===== config.mk =====
export PLATFORM = sky130hd
export DESIGN_NAME = seq_detector_prog
export DESIGN_NICKNAME = d
export VERILOG_FILES = /design/src/rtl/seq_det_pkg.sv /design/src/rtl/seq_det_sat_cnt.sv /design/src/rtl/seq_detector_prog.sv
export SDC_FILE = /design/constraint.sdc
export NUM_CORES = 1
export LEC_CHECK = 0
export CAP_MARGIN = 20
export CORE_MARGIN = 1.5
export CORE_UTILIZATION = 53
export DETAILED_ROUTE_END_ITERATION = 12
export PLACE_DENSITY_LB_ADDON = 0.1
export SYNTH_ARGS = -nofsm -noshare
export SYNTH_HDL_FRONTEND = slang
export SYNTH_SLANG_ARGS = --single-unit

===== constraint.sdc =====
create_clock -name clk -period 3.3 [get_ports clk]
set_input_delay 0.99 -clock clk [delete_from_list [all_inputs] [get_ports clk]]
set_output_delay 0.99 -clock clk [all_outputs]
set_load 0.05 [all_outputs]

===== src/rtl/seq_det_pkg.sv =====
// Shared types and helpers for the programmable serial pattern detector.
package seq_det_pkg;

  typedef enum logic [1:0] {
    ST_IDLE = 2'd0,
    ST_FILL = 2'd1,
    ST_RUN  = 2'd2
  } state_e;

  // Limit a requested pattern length to what the history register can hold.
  function automatic int unsigned len_clamp(input int unsigned len, input int unsigned max_len);
    return (len > max_len) ? max_len : len;
  endfunction

endpackage


===== src/rtl/seq_det_sat_cnt.sv =====
// Saturating up-counter with synchronous clear; clear wins over increment.
module seq_det_sat_cnt #(
  parameter int W = 16
) (
  input  logic         clk,
  input  logic         rst,
  input  logic         clr_i,
  input  logic         inc_i,
  output logic [W-1:0] cnt_o
);

  logic [W-1:0] cnt_q, cnt_d;

  always_comb begin
    cnt_d = cnt_q;
    if (clr_i)
      cnt_d = '0;
    else if (inc_i && (cnt_q != '1))
      cnt_d = cnt_q + W'(1);
  end

  always_ff @(posedge clk or posedge rst) begin
    if (rst) cnt_q <= '0;
    else     cnt_q <= cnt_d;
  end

  assign cnt_o = cnt_q;

endmodule


===== src/rtl/seq_detector_prog.sv =====
// Runtime-programmable serial pattern detector with registered match pulse.
// Define SEQ_DET_CNT_EN to build the saturating match counter.
module seq_detector_prog
  import seq_det_pkg::*;
#(
  parameter int                 MAX_LEN     = 8,
  parameter logic [MAX_LEN-1:0] DEF_PATTERN = MAX_LEN'(8'b0000_1001),
  parameter int                 DEF_LEN     = 4,
  parameter logic               DEF_OVERLAP = 1'b1,
  parameter int                 CNT_W       = 16,
  localparam int                LW          = $clog2(MAX_LEN + 1)
) (
  input  logic               clk,
  input  logic               rst,
  input  logic               x,
  input  logic               in_valid,
  input  logic               cfg_load,
  input  logic [MAX_LEN-1:0] cfg_pattern,
  input  logic [LW-1:0]      cfg_len,
  input  logic               cfg_overlap,
  input  logic               cnt_clr,
  output logic               match,
  output logic               busy,
  output logic [CNT_W-1:0]   match_cnt
);

  localparam logic [LW-1:0] DEF_LEN_C = LW'(len_clamp(DEF_LEN, MAX_LEN));

  state_e             state_q, state_d;
  logic [MAX_LEN-1:0] hist_q, hist_d, pattern_q, pattern_d;
  logic [MAX_LEN-1:0] hist_next, len_mask;
  logic [LW-1:0]      len_q, len_d, fill_q, fill_d, cfg_len_c;
  logic               overlap_q, overlap_d, match_q, match_d, busy_q;
  logic               accept, completing, hit;

  assign accept     = in_valid & ~cfg_load;
  assign hist_next  = {hist_q[MAX_LEN-2:0], x};
  assign cfg_len_c  = LW'(len_clamp(32'(cfg_len), MAX_LEN));
  assign completing = (state_q == ST_RUN) ||
                      ((state_q == ST_FILL) && ((fill_q + LW'(1)) == len_q));
  assign hit        = ((hist_next ^ pattern_q) & len_mask) == '0;

  // Only the newest len bits take part in the comparison.
  always_comb begin
    len_mask = '0;
    for (int i = 0; i < MAX_LEN; i++)
      len_mask[i] = (i < int'(len_q));
  end

  always_comb begin
    state_d   = state_q;
    hist_d    = hist_q;
    fill_d    = fill_q;
    pattern_d = pattern_q;
    len_d     = len_q;
    overlap_d = overlap_q;
    match_d   = 1'b0;
    if (cfg_load) begin
      pattern_d = cfg_pattern;
      len_d     = cfg_len_c;
      overlap_d = cfg_overlap;
      hist_d    = '0;
      fill_d    = '0;
      state_d   = (cfg_len_c != '0) ? ST_FILL : ST_IDLE;
    end else if (accept) begin
      hist_d = hist_next;
      if (state_q == ST_FILL)
        fill_d = fill_q + LW'(1);
      // Non-overlapping mode restarts the fill so the next match needs len fresh bits.
      if (completing) begin
        state_d = ST_RUN;
        match_d = hit;
        if (hit && !overlap_q) begin
          fill_d  = '0;
          state_d = ST_FILL;
        end
      end
    end
  end

  // busy is registered so it reads 0 straight out of reset and rises a cycle later.
  always_ff @(posedge clk or posedge rst) begin
    if (rst) begin
      state_q   <= (DEF_LEN_C != '0) ? ST_FILL : ST_IDLE;
      hist_q    <= '0;
      fill_q    <= '0;
      pattern_q <= DEF_PATTERN;
      len_q     <= DEF_LEN_C;
      overlap_q <= DEF_OVERLAP;
      match_q   <= 1'b0;
      busy_q    <= 1'b0;
    end else begin
      state_q   <= state_d;
      hist_q    <= hist_d;
      fill_q    <= fill_d;
      pattern_q <= pattern_d;
      len_q     <= len_d;
      overlap_q <= overlap_d;
      match_q   <= match_d;
      busy_q    <= (state_d != ST_IDLE);
    end
  end

  assign match = match_q;
  assign busy  = busy_q;

`ifdef SEQ_DET_CNT_EN
  seq_det_sat_cnt #(
    .W(CNT_W)
  ) u_cnt (
    .clk   (clk),
    .rst   (rst),
    .clr_i (cnt_clr),
    .inc_i (match_d),
    .cnt_o (match_cnt)
  );
`else
  logic unused_cnt_clr;
  assign unused_cnt_clr = cnt_clr;
  assign match_cnt      = '0;
`endif

endmodule


-- Word level (Yosys, flattened, before mapping)
Index checks and enable logic that the tools add are counted.
Widths: inputs -> output; s select.
- register bits: 28
- output and inout bits: 18
- logic and storage cells: 49
- $add $sub $neg: 1
- order comparisons: 9
- equal/unequal tests: 3
- multiplexer cells: 16
- bitwise operators: 4
- reduce and logical (&&, ||, !) cells: 8
- operators by type and width (operator ; count):
    $mux 4 ; 6
    $lt 3x4->1 const A ; 4
    $mux 7 ; 2
    $and 8x8->8 ; 1
    $logic_not 8->1 ; 1
    $lt 1x4->1 const A ; 2
    $lt 2x4->1 const A ; 2
    $mux 2 ; 4
    $xor 8x8->8 ; 1
    $add 4x1->4 const B ; 1
    $eq 4x4->1 ; 1
    $gt 4x4->1 const B ; 1
    $mux 1 ; 4
    $reduce_bool 2->1 ; 2
    $reduce_bool 4->1 ; 1
    $eq 2x1->1 const B ; 1
    $eq 2x2->1 const B ; 1
    $logic_and 1x1->1 ; 2
    $and 1x1->1 ; 1
    $logic_not 1->1 ; 1
    $logic_or 1x1->1 ; 1
    $not 1->1 ; 1

-- Longest topological paths before layout
- depth in word-level cells: 9
- mapped depth: 6

-- Least setup slack after synthesis
Ideal clock, no wire load.
- path type: register to register
- start: reg fill_q[0]
- end: reg fill_q[1]
- setup time: 0.149 ns
- arrival time: 1.814 ns
- setup slack: 1.337 ns
- stages on the path, launching flop included: 7
- buffers on the path: 0
- clock period less this slack: 1.963 ns
- cells stage by stage: dfrtp_1 -> ha_1 -> xnor2_1 -> xnor2_1 -> o32a_1 -> a2111oi_4 -> a311oi_1
- longest elaborated chain between the ends: 7
- elaborated cells on any way between the ends: 9
- RTL lines (what ; RTL line ; text):
    start: declaration ; seq_detector_prog.sv:32 ; logic [LW-1:0] len_q, len_d, fill_q, fill_d, cfg_len_c;
    start signal: assignment ; seq_detector_prog.sv:95 ; fill_q <= fill_d;
    $add 4x1->4 * ; seq_detector_prog.sv:40, seq_detector_prog.sv:68 ;
    $eq 4x4->1 ; seq_detector_prog.sv:40 ; ((state_q == ST_FILL) && ((fill_q + LW'(1)) == len_q));
    $logic_and 1x1->1 ; seq_detector_prog.sv:40 ;
    $logic_or 1x1->1 ; seq_detector_prog.sv:39 ; assign completing = (state_q == ST_RUN) ||
    $mux 4 * ; seq_detector_prog.sv:70 ; if (completing) begin
    $mux 4 * ; seq_detector_prog.sv:65 ; end else if (accept) begin
    $mux 4 * ; seq_detector_prog.sv:58 ; if (cfg_load) begin
Every way passes the cells marked *; elsewhere a longest branch is shown, timed or not. The select of a mux whose other input is x is not followed.
A chain may end at the register's enable or synchronous reset.

-- Worst setup path in the final report
- start: reg match_q, in the netlist match
- end: out match
- RTL lines (what ; RTL line ; text):
    start: declaration ; seq_detector_prog.sv:33 ; logic overlap_q, overlap_d, match_q, match_d, busy_q;
    start signal: assignment ; seq_detector_prog.sv:99 ; match_q <= match_d;
    end: declaration ; seq_detector_prog.sv:22 ; output logic match,
No word-level cell between the ends.

==> key figures <==
Place
  • Buffers added on ports: 19
  • Dpl hpwl: 1960 um
  • Placement Cell Area: 1710 um2
  • Gpl congestion: 0.787

Finish
  • Layout cells sized above 1: 14.7%
  • # nets final: 184
  • Filler Cell Count: 230
  • Area delta synth->final: 13.6%
  • Final antenna diode count: 0
  • Finished Cell Area: 1750 um2

Drt
  • # DRC: 0
  • Routed Wire Length: 2690 um
  • DR vias: 1,055
  • Avg WL per Cell: 13.9 um
  • DRT iter0 DRCs: 34
  • Antenna Violating Nets Remaining: 0
  • Via density per instance: 5.44
  • Drt first pass iters: 4

Timing
  • Final min period: 2450 ps
  • RSZ-0062 raised after global routing: no
  • Sum Neg Setup Slack: 0 ps
  • Fin crit share: 74.3%
  • Worst rel slew slack: 65.3%
  • Finish-stage setup viols: 0
  • Max Fclk: 408 MHz
  • Tightest Pin Transition: 517 ps
  • Final Hold Fails: 0
  • Clk_skew: 8.48 ps
  • Final Max Tran Viols: 0

Floorplan
  • Num rows: 19
  • Initial cell density of the core: 55.7%
  • Full die area: 3230 um2
  • Die width: 56.8 um
  • Ports: 37
  • Placeable Area: 2760 um2
  • Die height: 56.8 um

Synth
  • Cell variety after synth: 32
  • Mean Syn Cell Area: 10.9 um2
  • YS warnings: 0
  • Largest area contributor in the netlist: dfrtp_1
  • Cells after Synth: 141
  • Post-synth ARST share: 100%
  • Post-synthesis sequential area ratio: 46.0%
  • Synthesized flop and latch total: 28
  • Synthesized area: 1540 um2
  • Main synth FF type: dfrtp_1
  • Most frequent cells after synthesis: dfrtp_1 (23), buf_4 (17), nor2_1 (12), mux2_2 (10), xnor2_1 (9)
  • Most common cell in the netlist: dfrtp_1
  • Top-area cell type share of the netlist area: 37.5%
  • Largest cells by area after synthesis: dfrtp_1 (37%), dfstp_2 (8.6%), buf_4 (8.3%), mux2_2 (7.3%), mux2i_1 (5.2%)
  • Post-synth EDFFs: 0

Clock network
  • CTS Buffer Depth: 2
  • Root Buffer: clkbuf_4
  • Htree depth: 1
  • CTS tree: yes
  • CTS sink count: 28
  • CTS buffer count: 3
  • Clk_lat worst skew: 330 ps
  • Clock-pin slew on the worst setup and hold paths: 150 ps
  • Post-CTS sizing: 0
  • Hold_buf cts: 0
  • Setup Fix Bufs, Post-CTS: 0

Hold path
  • Hold crit path type: reg -> reg

Global route
  • Initial antenna violation count: 0
  • Remaining global-route overflow: 0
  • First-pass GRT wire length: 4490 um
  • GRT Overall Usage: 17.7%
  • Largest net degree at the start of global routing: 29
  • Vias in the first global route: 1,010

Power and ir drop
  • Peak supply drop: 322 uV
  • Pwr/cell area: 430 nW/um2
  • Clock share of power: 22.3%
  • Int Power: 515 uW
  • Overall Power: 750 uW
  • Sw Share: 31.3%
  • Leak: 0.000774 uW
  • Combinational power share: 24.5%
  • Sw power: 235 uW
  • Seq pwr share: 53.2%

Worst setup path
  • Kind of critical path: reg -> out
  • Cell Chain, Critical Path: clkdlybuf4s50_1
  • CP endpoint kind: output pin
  • WP data arrival: 1460 ps
  • CP Launch Type: register
  • WP data required: 2310 ps
  • Slowest stage delay, CP: 790 ps
  • Worst Path Max Fanout: 1
  • Cell family with most CP delay: buffers and inverters
  • WP buf/inv: 1
  • Slowest-stage cell, CP: clkdlybuf4s50_1

Outcome
  • Status: complete, no violations

Run
  • Max_cap viols: 0
==> flip-flops by register name, summed over array words and instances, names as in the netlist <==
register and count:
overlap_q 1, state_q 2, match 1, hist_q 7, len_q 4, fill_q 4, pattern_q 8, busy 1
==> through the flow <==
| step | util [%] | hold slack, ps | setup WS, ps | cells |
|---|---|---|---|---|
| 2_1_floorplan | - | 490 | 1340 | 156 |
| 3_3_place_gp | 62.0 | 510 | 826 | 190 |
| 3_5_place_dp | 62.0 | 515 | 777 | 190 |
| 4_1_cts | 63.3 | 539 | 827 | 194 |
| 5_1_grt | 63.3 | 557 | 806 | 194 |
| 6_report | 63.3 | 534 | 847 | 194 |
==> area by class of cell <==
type | count | area (um2) | share of cell area (%)
clock buffers | 4 | 36.3 | 2.08
flip-flops and latches | 28 | 707 | 40.5
well taps | 31 | 38.8 | 2.22
inverters | 4 | 15.0 | 0.860
multi-input cells | 105 | 736 | 42.2
repair buffers | 22 | 213 | 12.2
==> layer usage <==
layer / GRT usage (%) / vias up / routed length, um
li1: - / 507 / -
met1: 22.0 / 518 / 1170
met2: 30.2 / 26 / 1380
met3: 2.53 / 4 / 99
met4: 8.31 / 0 / 42
met5: 0 / - / 0
==> path summary, 6_finish.rpt <==
| path | endpoint | from | slack [ps] | depth (start not counted) |
|---|---|---|---|---|
| worst max-delay path | match | match$_DFF_PP0_ | 850 | 1 |
| worst min-delay path | len_q[2]$_DFFE_PP1P_ | len_q[2]$_DFFE_PP1P_ | 530 | 1 |
| worst max register to register | fill_q[1]$_DFFE_PP0P_ | fill_q[0]$_DFFE_PP0P_ | 1060 | 6 |
| worst min register to register | len_q[2]$_DFFE_PP1P_ | len_q[2]$_DFFE_PP1P_ | 530 | 1 |
| max in group asynchronous | pattern_q[3]$_DFFE_PP1P_ | rst | 1990 | 3 |
| min in group asynchronous | fill_q[2]$_DFFE_PP0P_ | rst | 1000 | 3 |
==> cell families (layout without fill, tap and decap cells) <==
logic type | after synthesis | after routing | share of synthesized area [%]
AO/OA/AOI/OAI | 23 | 23 | 11.3
XOR/XNOR | 17 | 17 | 9.69
adder cells (fa/ha/maj) | 1 | 1 | 0.814
buffers and inverters | 23 | 30 | 9.77
flip-flops | 28 | 28 | 46.0
multiplexers | 18 | 18 | 12.5
other | 1 | 16 | 0.244
AND/OR/NAND/NOR | 30 | 30 | 9.61
==> power groups by stage <==
stage | registers [uW] | clock network [uW] | logic [uW]
3_3_place_gp | 404 | 0 | 180
6_report | 399 | 167 | 183
3_5_place_dp | 406 | 0 | 184
2_1_floorplan | 402 | 0 | 152
4_1_cts | 399 | 173 | 185
5_1_grt | 404 | 185 | 198
==> layout by cell type (no fill, tap or decap), types with 4 or more instances in the layout <==
cell type        netlist  final
dfstp_2                5      5
inv_1                  4      4
xor2_1                 8      8
clkdlybuf4s50_1        0     19
conb_1                 1     16
mux2i_1                8      8
a21oi_1                6      6
dfrtp_1               23     23
xnor2_1                9      9
nor2_1                12     12
nand3_1                4      4
nand2_1                6      6
mux2_2                10     10
(Power assumes the default switching activity.)
